<file path="src/rtl/cordic_arb_pkg.sv">
// Shared types for the CORDIC round-robin arbiter: requester ID type and width helper.
package cordic_arb_pkg;

  localparam int unsigned MaxReq = 16;

  function automatic int unsigned id_width(input int unsigned n);
    return (n <= 2) ? 1 : $clog2(n);
  endfunction

  // Sized for the largest supported requester count so every instance shares one tag type.
  localparam int unsigned IdW = id_width(MaxReq);

  typedef logic [IdW-1:0] req_id_t;

  typedef struct packed {
    logic [15:0] x;
    logic [15:0] y;
    logic [31:0] z;
  } cordic_beat_t;

endpackage

</file>
<file path="src/rtl/cordic_tag_fifo.sv">
// In-order FIFO of requester IDs, one entry per operand set still inside the CORDIC pipeline.
module cordic_tag_fifo
  import cordic_arb_pkg::*;
#(
  parameter int unsigned DEPTH = 16,
  localparam int unsigned CntW = $clog2(DEPTH + 1),
  localparam int unsigned PtrW = (DEPTH > 1) ? $clog2(DEPTH) : 1
) (
  input  logic            clk_i,
  input  logic            rst_i,
  input  logic            push_i,
  input  req_id_t         id_i,
  input  logic            pop_i,
  output req_id_t         id_o,
  output logic            full_o,
  output logic            empty_o,
  output logic [CntW-1:0] count_o
);

  localparam logic [PtrW-1:0] LastPtr = PtrW'(DEPTH - 1);

  req_id_t         mem_q [DEPTH];
  req_id_t         mem_d [DEPTH];
  logic [PtrW-1:0] wr_ptr_q, wr_ptr_d, rd_ptr_q, rd_ptr_d;
  logic [CntW-1:0] count_q, count_d;
  logic            do_push, do_pop;

  assign full_o  = (count_q == CntW'(DEPTH));
  assign empty_o = (count_q == '0);
  assign count_o = count_q;
  assign id_o    = mem_q[rd_ptr_q];
  assign do_push = push_i & ~full_o;
  assign do_pop  = pop_i & ~empty_o;

  always_comb begin
    mem_d    = mem_q;
    wr_ptr_d = wr_ptr_q;
    rd_ptr_d = rd_ptr_q;
    count_d  = count_q;
    if (do_push) begin
      mem_d[wr_ptr_q] = id_i;
      wr_ptr_d        = (wr_ptr_q == LastPtr) ? '0 : wr_ptr_q + 1'b1;
    end
    if (do_pop) begin
      rd_ptr_d = (rd_ptr_q == LastPtr) ? '0 : rd_ptr_q + 1'b1;
    end
    if (do_push && !do_pop) begin
      count_d = count_q + 1'b1;
    end else if (do_pop && !do_push) begin
      count_d = count_q - 1'b1;
    end
  end

  always_ff @(posedge clk_i) begin
    mem_q <= mem_d;
    if (rst_i) begin
      wr_ptr_q <= '0;
      rd_ptr_q <= '0;
      count_q  <= '0;
    end else begin
      wr_ptr_q <= wr_ptr_d;
      rd_ptr_q <= rd_ptr_d;
      count_q  <= count_d;
    end
  end

endmodule

</file>
<file path="src/rtl/cordic_rr_arbiter.sv">
// Round-robin sharing of one CORDIC pipeline between N_REQ stream requesters, with results
// routed back to their originators through an in-order tag FIFO.
module cordic_rr_arbiter
  import cordic_arb_pkg::*;
#(
  parameter int unsigned DATA_WIDTH   = 16,
  parameter int unsigned N_REQ        = 4,
  parameter int unsigned MAX_INFLIGHT = 16,
  localparam int unsigned CntW = $clog2(MAX_INFLIGHT + 1)
) (
  input  logic                        aclk,
  input  logic                        areset,
  input  logic [N_REQ-1:0]            req_tvalid_i,
  output logic [N_REQ-1:0]            req_tready_o,
  input  logic [N_REQ*DATA_WIDTH-1:0] req_x_i,
  input  logic [N_REQ*DATA_WIDTH-1:0] req_y_i,
  input  logic [N_REQ*32-1:0]         req_z_i,
  output logic                        cor_tvalid_o,
  input  logic                        cor_tready_i,
  output logic [DATA_WIDTH-1:0]       cor_x_o,
  output logic [DATA_WIDTH-1:0]       cor_y_o,
  output logic [31:0]                 cor_z_o,
  input  logic                        res_tvalid_i,
  output logic                        res_tready_o,
  input  logic [DATA_WIDTH-1:0]       res_x_i,
  input  logic [DATA_WIDTH-1:0]       res_y_i,
  input  logic [31:0]                 res_z_i,
  output logic [N_REQ-1:0]            rsp_tvalid_o,
  input  logic [N_REQ-1:0]            rsp_tready_i,
  output logic [DATA_WIDTH-1:0]       rsp_x_o,
  output logic [DATA_WIDTH-1:0]       rsp_y_o,
  output logic [31:0]                 rsp_z_o,
  output logic [CntW-1:0]             inflight_o,
  output logic                        err_o
);

  localparam req_id_t LastId = req_id_t'(N_REQ - 1);

  logic [MaxReq-1:0] req_valid_ext, rsp_ready_ext;
  req_id_t           rr_ptr_q, rr_ptr_d, lock_id_q, lock_id_d, gnt_id, head_id, arb_idx;
  logic [IdW:0]      arb_sum;
  logic              lock_q, lock_d, err_q, err_d;
  logic              gnt_valid, issue_ok, push, pop, fifo_full, fifo_empty;

  // Zero-extend so a full-width ID can index without width mismatches.
  assign req_valid_ext = MaxReq'(req_tvalid_i);
  assign rsp_ready_ext = MaxReq'(rsp_tready_i);

  always_comb begin
    gnt_valid = 1'b0;
    gnt_id    = rr_ptr_q;
    arb_sum   = '0;
    arb_idx   = '0;
    if (lock_q) begin
      gnt_valid = 1'b1;
      gnt_id    = lock_id_q;
    end else begin
      for (int unsigned i = 0; i < N_REQ; i++) begin
        arb_sum = {1'b0, rr_ptr_q} + (IdW + 1)'(i);
        if (arb_sum > {1'b0, LastId}) arb_sum = arb_sum - (IdW + 1)'(N_REQ);
        arb_idx = arb_sum[IdW-1:0];
        if (!gnt_valid && req_valid_ext[arb_idx]) begin
          gnt_valid = 1'b1;
          gnt_id    = arb_idx;
        end
      end
    end
  end

  // Full FIFO blocks issue outright, independent of the return side.
  assign issue_ok     = ~fifo_full;
  assign cor_tvalid_o = gnt_valid & issue_ok;
  assign push         = cor_tvalid_o & cor_tready_i;

  always_comb begin
    req_tready_o = '0;
    cor_x_o      = '0;
    cor_y_o      = '0;
    cor_z_o      = '0;
    for (int unsigned k = 0; k < N_REQ; k++) begin
      if (gnt_id == req_id_t'(k)) begin
        req_tready_o[k] = gnt_valid & issue_ok & cor_tready_i;
        cor_x_o         = req_x_i[k*DATA_WIDTH +: DATA_WIDTH];
        cor_y_o         = req_y_i[k*DATA_WIDTH +: DATA_WIDTH];
        cor_z_o         = req_z_i[k*32 +: 32];
      end
    end
  end

  assign res_tready_o = fifo_empty ? 1'b1 : rsp_ready_ext[head_id];
  assign pop          = res_tvalid_i & res_tready_o & ~fifo_empty;
  assign rsp_x_o      = res_x_i;
  assign rsp_y_o      = res_y_i;
  assign rsp_z_o      = res_z_i;
  assign err_o        = err_q;

  always_comb begin
    rsp_tvalid_o = '0;
    for (int unsigned k = 0; k < N_REQ; k++) begin
      rsp_tvalid_o[k] = res_tvalid_i & ~fifo_empty & (head_id == req_id_t'(k));
    end
  end

  always_comb begin
    rr_ptr_d  = rr_ptr_q;
    lock_d    = lock_q;
    lock_id_d = lock_id_q;
    err_d     = err_q | (res_tvalid_i & fifo_empty);
    if (push) begin
      rr_ptr_d = (gnt_id == LastId) ? '0 : req_id_t'(gnt_id + 1'b1);
      lock_d   = 1'b0;
    end else if (cor_tvalid_o) begin
      lock_d    = 1'b1;
      lock_id_d = gnt_id;
    end
  end

  always_ff @(posedge aclk) begin
    if (areset) begin
      rr_ptr_q  <= '0;
      lock_q    <= 1'b0;
      lock_id_q <= '0;
      err_q     <= 1'b0;
    end else begin
      rr_ptr_q  <= rr_ptr_d;
      lock_q    <= lock_d;
      lock_id_q <= lock_id_d;
      err_q     <= err_d;
    end
  end

  cordic_tag_fifo #(
    .DEPTH(MAX_INFLIGHT)
  ) u_tag_fifo (
    .clk_i  (aclk),
    .rst_i  (areset),
    .push_i (push),
    .id_i   (gnt_id),
    .pop_i  (pop),
    .id_o   (head_id),
    .full_o (fifo_full),
    .empty_o(fifo_empty),
    .count_o(inflight_o)
  );

endmodule

</file>
<file path="config.mk">
export PLATFORM = sky130hd
export DESIGN_NAME = cordic_rr_arbiter
export DESIGN_NICKNAME = d
export VERILOG_FILES = /design/src/rtl/cordic_arb_pkg.sv /design/src/rtl/cordic_tag_fifo.sv /design/src/rtl/cordic_rr_arbiter.sv
export SDC_FILE = /design/constraint.sdc
export NUM_CORES = 1
export LEC_CHECK = 0
export ABC_AREA = 1
export BUFFER_PORTS_ARGS = -buffer_cell sky130_fd_sc_hd__clkbuf_2
export CORE_AREA = 2 2 185 187
export DETAILED_ROUTE_END_ITERATION = 8
export DIE_AREA = 0 0 187 189
export PLACE_DENSITY = 0.56
export SETUP_SLACK_MARGIN = 0.5
export SYNTH_ARGS = -nofsm -noshare
export SYNTH_HDL_FRONTEND = slang
export SYNTH_SLANG_ARGS = --single-unit
</file>
<file path="constraint.sdc">
create_clock -name aclk -period 6 [get_ports aclk]
set_clock_uncertainty 0.1 [all_clocks]
set_input_delay 1.2 -clock aclk [delete_from_list [all_inputs] [get_ports aclk]]
set_output_delay 1.2 -clock aclk [all_outputs]
set_load 0.03 [all_outputs]
</file>
# --- Yosys cells after proc, flatten, opt, wreduce, memory -nomap -nowiden ---
# Cells that the tools add are included.
word_totals:
  regBits: 87
  input_bits: 332
  output_inout_bits: 144
  word_cells: 150
classes:
  addsub: 12
  magnitude_cmp: 12
  eq_ne: 9
  mux: 59
  bitwise_logic: 18
  reduce_logical: 17
ops:
  columns: ["op", "n"]
  rows:
  - ["$mux 16", 8]
  - ["$mux 32", 4]
  - ["$mux 4", 19]
  - ["$bwmux 64", 1]
  - ["$lt 4x5->1 const B", 5]
  - ["$bmux 1 s4", 5]
  - ["$mux 1", 18]
  - ["$bmux 4 s4", 1]
  - ["$demux 4 s4", 1]
  - ["$eq 4x2->1 const B", 4]
  - ["$sub 4x3->4 const B", 4]
  - ["$gt 5x2->1 const B", 3]
  - ["$add 4x1->4 const B", 3]
  - ["$and 1x1->1", 12]
  - ["$add 4x2->5 const B", 2]
  - ["$ge 5x5->1 const B", 2]
  - ["$mux 5", 2]
  - ["$not 4->5", 2]
  - ["$eq 4x1->1 const B", 2]
  - ["$eq 4x4->1 const B", 2]
  - ["$logic_not 4->1", 2]
  - ["$logic_and 1x1->1", 6]
  - ["$add 4x1->5 const B", 1]
  - ["$add 5x1->5 const B", 1]
  - ["11 further kinds", 17]

# --- Depth between registers and ports, before layout ---
depth:
  depth_word: 26
  depth_mapped: 29
  depth_no_buf: 29

# --- By module ---
# Synthesis repeated with hierarchy kept, for this count alone.
unflattened:
  hier_cells: 1552
  hier_area_um2: 9287.7
by_module_without_submodules:
  columns: ["mod", "n_inst", "cells_each", "area_per_inst_um2", "seq_area_each_um2"]
  rows:
  - ["cordic_rr_arbiter", 1, 1146, 5616.6, 200.2]
  - ["cordic_tag_fifo", 1, 406, 3671.0, 2182.1]

# --- Worst setup path after synthesis ---
# No wires, ideal clock.
synth_path:
  path_kind: "input -> output"
  start: "input req_tvalid_i[0]"
  end: "output cor_z_o[10]"
  t_arrival_ns: 4.125
  required_time_ns: 4.700
  path_slack_ns: 0.575
  cell_stages: 21
  path_buffers: 2
  cell_sequence: "nand2_1 nand3_1 nand2_1 clkinv_1 nand2_1 nor2_2 nor2_4 nand3_2 nand2_1 nor2_1 nor2_1 nor2_1 inv_1 ha_1 inv_1 clkbuf_1 clkbuf_1 nand4_1 nand3_1 nand2_1 nand2_1"
synth_via:
  elab_chain_len: 21
  word_cells_on_any_way: 33
  cone_classes: "eq/ne: 3; mux: 23; reduce/logical: 7"
synth_lines:
  columns: ["item", "line", "text"]
  rows:
  - ["from (decl)", "cordic_rr_arbiter.sv:13", "input logic [N_REQ-1:0] req_tvalid_i,"]
  - ["$bmux 1 s4", "cordic_rr_arbiter.sv:62", "if (!gnt_valid && req_valid_ext[arb_idx]) begin"]
  - ["$mux 1 (not written as such)", "cordic_rr_arbiter.sv:62", null]
  - ["$mux 1", "cordic_rr_arbiter.sv:62", null]
  - ["$mux 1", "cordic_rr_arbiter.sv:54", "if (lock_q) begin"]
  - ["$logic_not 1->1", "cordic_rr_arbiter.sv:62", null]
  - ["$logic_and 1x1->1", "cordic_rr_arbiter.sv:62", null]
  - ["$mux 1", "cordic_rr_arbiter.sv:62", null]
  - ["$mux 1", "cordic_rr_arbiter.sv:54", null]
  - ["(+4 left out)", null, null]
  - ["$logic_not 1->1", "cordic_rr_arbiter.sv:62", null]
  - ["$logic_and 1x1->1", "cordic_rr_arbiter.sv:62", null]
  - ["$mux 4 *", "cordic_rr_arbiter.sv:62", null]
  - ["$mux 4 *", "cordic_rr_arbiter.sv:54", null]
  - ["via gnt_id[1]", "cordic_rr_arbiter.sv:40", "req_id_t rr_ptr_q, rr_ptr_d, lock_id_q, lock_id_d, gnt_id, head_id, arb_idx;"]
  - ["$logic_not 4->1", "cordic_rr_arbiter.sv:81", "if (gnt_id == req_id_t'(k)) begin"]
  - ["$mux 32 (3 in series)", "cordic_rr_arbiter.sv:81", null]
  - ["$mux 32 *", "cordic_rr_arbiter.sv:81", null]
  - ["to (decl)", "cordic_rr_arbiter.sv:22", "output logic [31:0] cor_z_o,"]
# Mark *: on every way through the listed nets, which the timed path passes. The rest lies on a longest branch. The select of a mux whose other input is x is not followed.

# --- Final worst setup path ---
layout_path:
  start: "register rr_ptr_q[1]"
  end: "output cor_x_o[1]"
layout_via:
  elab_chain_len: 24
  word_cells_on_any_way: 52
  cone_classes: "add/sub: 7; order compare: 4; eq/ne: 3; mux: 31; reduce/logical: 7"
layout_lines:
  columns: ["item", "line", "text"]
  rows:
  - ["from (decl)", "cordic_rr_arbiter.sv:40", null]
  - ["from (signal assigned)", "cordic_rr_arbiter.sv:125", "rr_ptr_q <= rr_ptr_d;"]
  - ["parallel branches: the longest is 17 deep, another holds $add 4x1->5", null, null]
  - ["$mux 4 *", "cordic_rr_arbiter.sv:62", null]
  - ["$mux 4 *", "cordic_rr_arbiter.sv:54", null]
  - ["via gnt_id[1]", "cordic_rr_arbiter.sv:40", null]
  - ["$logic_not 4->1", "cordic_rr_arbiter.sv:81", null]
  - ["$mux 16 (3 in series)", "cordic_rr_arbiter.sv:81", null]
  - ["$mux 16 *", "cordic_rr_arbiter.sv:81", null]
  - ["to (decl)", "cordic_rr_arbiter.sv:20", "output logic [DATA_WIDTH-1:0] cor_x_o,"]
# Mark *: on every way through the listed nets, which the timed path passes. The select of a mux whose other input is x is not followed.

==> results by group <==
Cells and area
  – Reg area: 2390 µm²
  – Layout Area Growth over Synthesis: 32.70%
  – Ratio of cells with drive above 1 in the final layout: 0.3136
  – Cell area after layout: 10080 µm²
  – Non-Filler Instances: 1866
  – Area of the multi-input gates: 4015 µm²
  – Final net count: 1768
  – Fillers: 3724

Critical path
  – Kind of end point of the critical path: output pin
  – Reg2reg start: u_tag_fifo.rd_ptr_q[0]$_SDFFE_PP0P_
  – Setup CP Type: register to output pin
  – CP max FO: 9
  – Crit-path max cell delay: 400 ps
  – Buf/Inv on CP: 8
  – Most used cell, CP: nand2_1
  – Critical path destination: cor_x_o[1]
  – Worst reg-to-reg path cell count: 21
  – Worst path required time: 4700 ps
  – Crit path launch type: register
  – CP arrival: 3930 ps
  – Setup slack, reg-to-reg: 1850 ps
  – Top delay family on crit path: simple AND/OR/NAND/NOR gates
  – Worst R2R End: u_tag_fifo.count_o[4]$_SDFFE_PP0P_
  – Critical Path Start: rr_ptr_q[1]$_SDFFE_PP0N_
  – Slowest stage cell, crit path: dfxtp_4
  – Stages on the worst setup path: 29

Timing
  – Max Slew Vio Count: 0
  – Final period utilization: 0.8719
  – Fmax: 0.1911 GHz
  – # setup viols final: 0
  – Setup TNS: 0 ps
  – RSZ-0062 raised after global routing: yes
  – Post-layout min period: 5232 ps
  – Worst slew margin: 0.4771
  – Worst slew pin tran: 783.6 ps
  – Final hold violation count: 0

Clocking
  – Max Buffers Root-to-Sink: 2
  – Worst skew pair latency: 340 ps
  – # hold bufs at CTS: 0
  – TritonCTS clock tree: done
  – H-tree levels: 3
  – Clk slew on worst S/H paths: 70 ps
  – Num CTS Buffers: 9
  – Sink Count: 87
  – Root Driver: clkbuf_16

Global route
  – Total global routing overflow: 0
  – Pin count of the biggest net entering global routing: 66
  – First-pass GRT wire length: 46110 µm
  – Vias in the first global route: 8299
  – Initial antenna violation count: 2
  – Total GRT Usage: 0.1660

Route
  – ANT nets after route: 0
  – Vias/cell: 4.707
  – Via count: 8784
  – Remaining DRCs: 0
  – DRT Pass-1 Iters: 6
  – DRT iter0 DRCs: 542
  – Detailed Route WL: 33490 µm
  – Wire per inst: 17.95 µm

Synth
  – Seq/Total Area, Yosys: 0.3137
  – Count of different cell masters after synthesis: 44
  – Synthesized instance count: 1141
  – Number of synthesized flops with an enable pin: 64
  – Syn Nets: 1498
  – Area leader, netlist: edfxtp_1
  – Top-area cell type share of the netlist area: 0.2530
  – Post-synth ARST share: 0
  – Syn. warnings: 0
  – Ys flop type: edfxtp_1
  – Top post-synthesis cells by area: edfxtp_1 (25%), nand2_1 (18%), buf_4 (7.4%)
  – Syn Area/Cell: 6.656 µm²
  – Count leader, synth: nand2_1
  – Commonest cells in the netlist: nand2_1 (357), inv_1 (101), nand3_1 (95)
  – Netlist Area Pre-Place: 7595 µm²
  – Register bit count reported by yosys: 87

Place
  – HPWL after DPL: 23680 µm
  – I/O Buffers: 347
  – GPL Wtd Cong: 0.8832
  – Placed standard-cell area: 9278 µm²
  – Placed Cells: 1823

Outcome
  – Status: completed

Floorplan
  – Die Ht: 189 µm
  – Top Ports: 476
  – Rows: 67
  – Die Footprint: 35340 µm²
  – Die Wd: 187 µm
  – CORE AREA: 33280 µm²
  – Initial Util: 0.2282

Job
  – MaxCap Viol Count: 0

Min path
  – HP Start: err_o$_SDFF_PP0_
  – Hold Path Class: register to register
[routing by layer]
metal / up-vias / share of wire / global-route usage
met4: 0 / 0.021 / 0.04518
li1: 4252 / - / -
met1: 4094 / 0.42 / 0.2137
met2: 399 / 0.47 / 0.2727
met5: - / 0 / 0
met3: 39 / 0.084 / 0.04615
[what timing repair did]
item | CTS | global route
setup endpoints to repair | 64 | 64
resized for setup | 6 | 68
endpoints found under the hold margin | 0 | 0
gates cloned | 1 | 12
setup buffers | 0 | 12
pin swaps | 1 | 8
[through the flow]
step / utilization / hold WS (ps) / worst slack (ps)
2_1_floorplan: - / 349.9 / 575.2
3_3_place_gp: 0.2788 / 345.0 / 735.1
3_5_place_dp: 0.2788 / 365.9 / 665.2
4_1_cts: 0.2886 / 382.5 / 539.0
5_1_grt: 0.3028 / 400.7 / 452.4
6_report: 0.3028 / 375.9 / 768.5
[registers in the layout, summed over array words and instances (netlist names)]
register             flops
err_o                    1
u_tag_fifo.wr_ptr_q      4
u_tag_fifo.count_o       5
u_tag_fifo.mem_q        64
lock_q                   1
rr_ptr_q                 4
u_tag_fifo.rd_ptr_q      4
lock_id_q                4
[placed cells by master, fill, tap and decap left out, drive strengths merged]
cell,n
a211oi,3
a21oi,30
a31oi,1
and3,1
buf,49
clkbuf,349
clkinv,8
clkinvlp,2
dfxtp,23
diode,2
edfxtp,64
fa,1
ha,24
inv,111
nand2,360
nand3,98
nand3b,1
nand4,69
nor2,78
nor3,10
nor3b,1
nor4,1
o211ai,3
o21ai,117
o22ai,3
o31ai,1
o32a,1
or2,2
xnor2,2
xor2,3
[how the worst min path moves through the flow]
stage | end | cells past startpoint
2_1_floorplan | lock_id_q[2]$_SDFFE_PP0P_ | 2
3_3_place_gp | err_o$_SDFF_PP0_ | 2
3_5_place_dp | err_o$_SDFF_PP0_ | 2
4_1_cts | err_o$_SDFF_PP0_ | 2
5_1_grt | lock_id_q[2]$_SDFFE_PP0P_ | 2
6_report | err_o$_SDFF_PP0_ | 2
[worst reg2reg max path, stage by stage, from the launching register on]
cell      delay, ps
dfxtp_1         300
buf_4           220
inv_1           620
o21ai_0         280
o211ai_1        200
nand3_1         130
nand2_1         160
inv_1           100
nand3_1          80
nand4_1         130
nand3_1         250
ha_1            280
inv_1           100
ha_1            340
nand2_1          80
nor2_1           40
a211oi_1        240
nand2_1          90
nand2_1          70
nor2_1           50
o21ai_0         140
a21oi_1          50
[kinds of logic after synthesis]
| logic type | Yosys count | share of synthesized area |
|---|---|---|
| XOR/XNOR | 5 | 0.006756 |
| flip-flops | 87 | 0.3137 |
| AO/OA/AOI/OAI | 159 | 0.1119 |
| adder cells (fa/ha/maj) | 25 | 0.04217 |
| buffers and inverters | 246 | 0.1672 |
| AND/OR/NAND/NOR | 619 | 0.3583 |
[cell type report]
type	count	share of cell area
diodes	2	0.0004966
clock buffers	9	0.02235
clock inverters	7	0.007449
inverters	114	0.04432
multi-input cells	810	0.3984
flip-flops and latches	87	0.2371
well taps	448	0.05562
repair buffers	389	0.2343
Power is not shown: default switching activity piles up to over one toggle a cycle in this logic, so the estimate is an artifact.
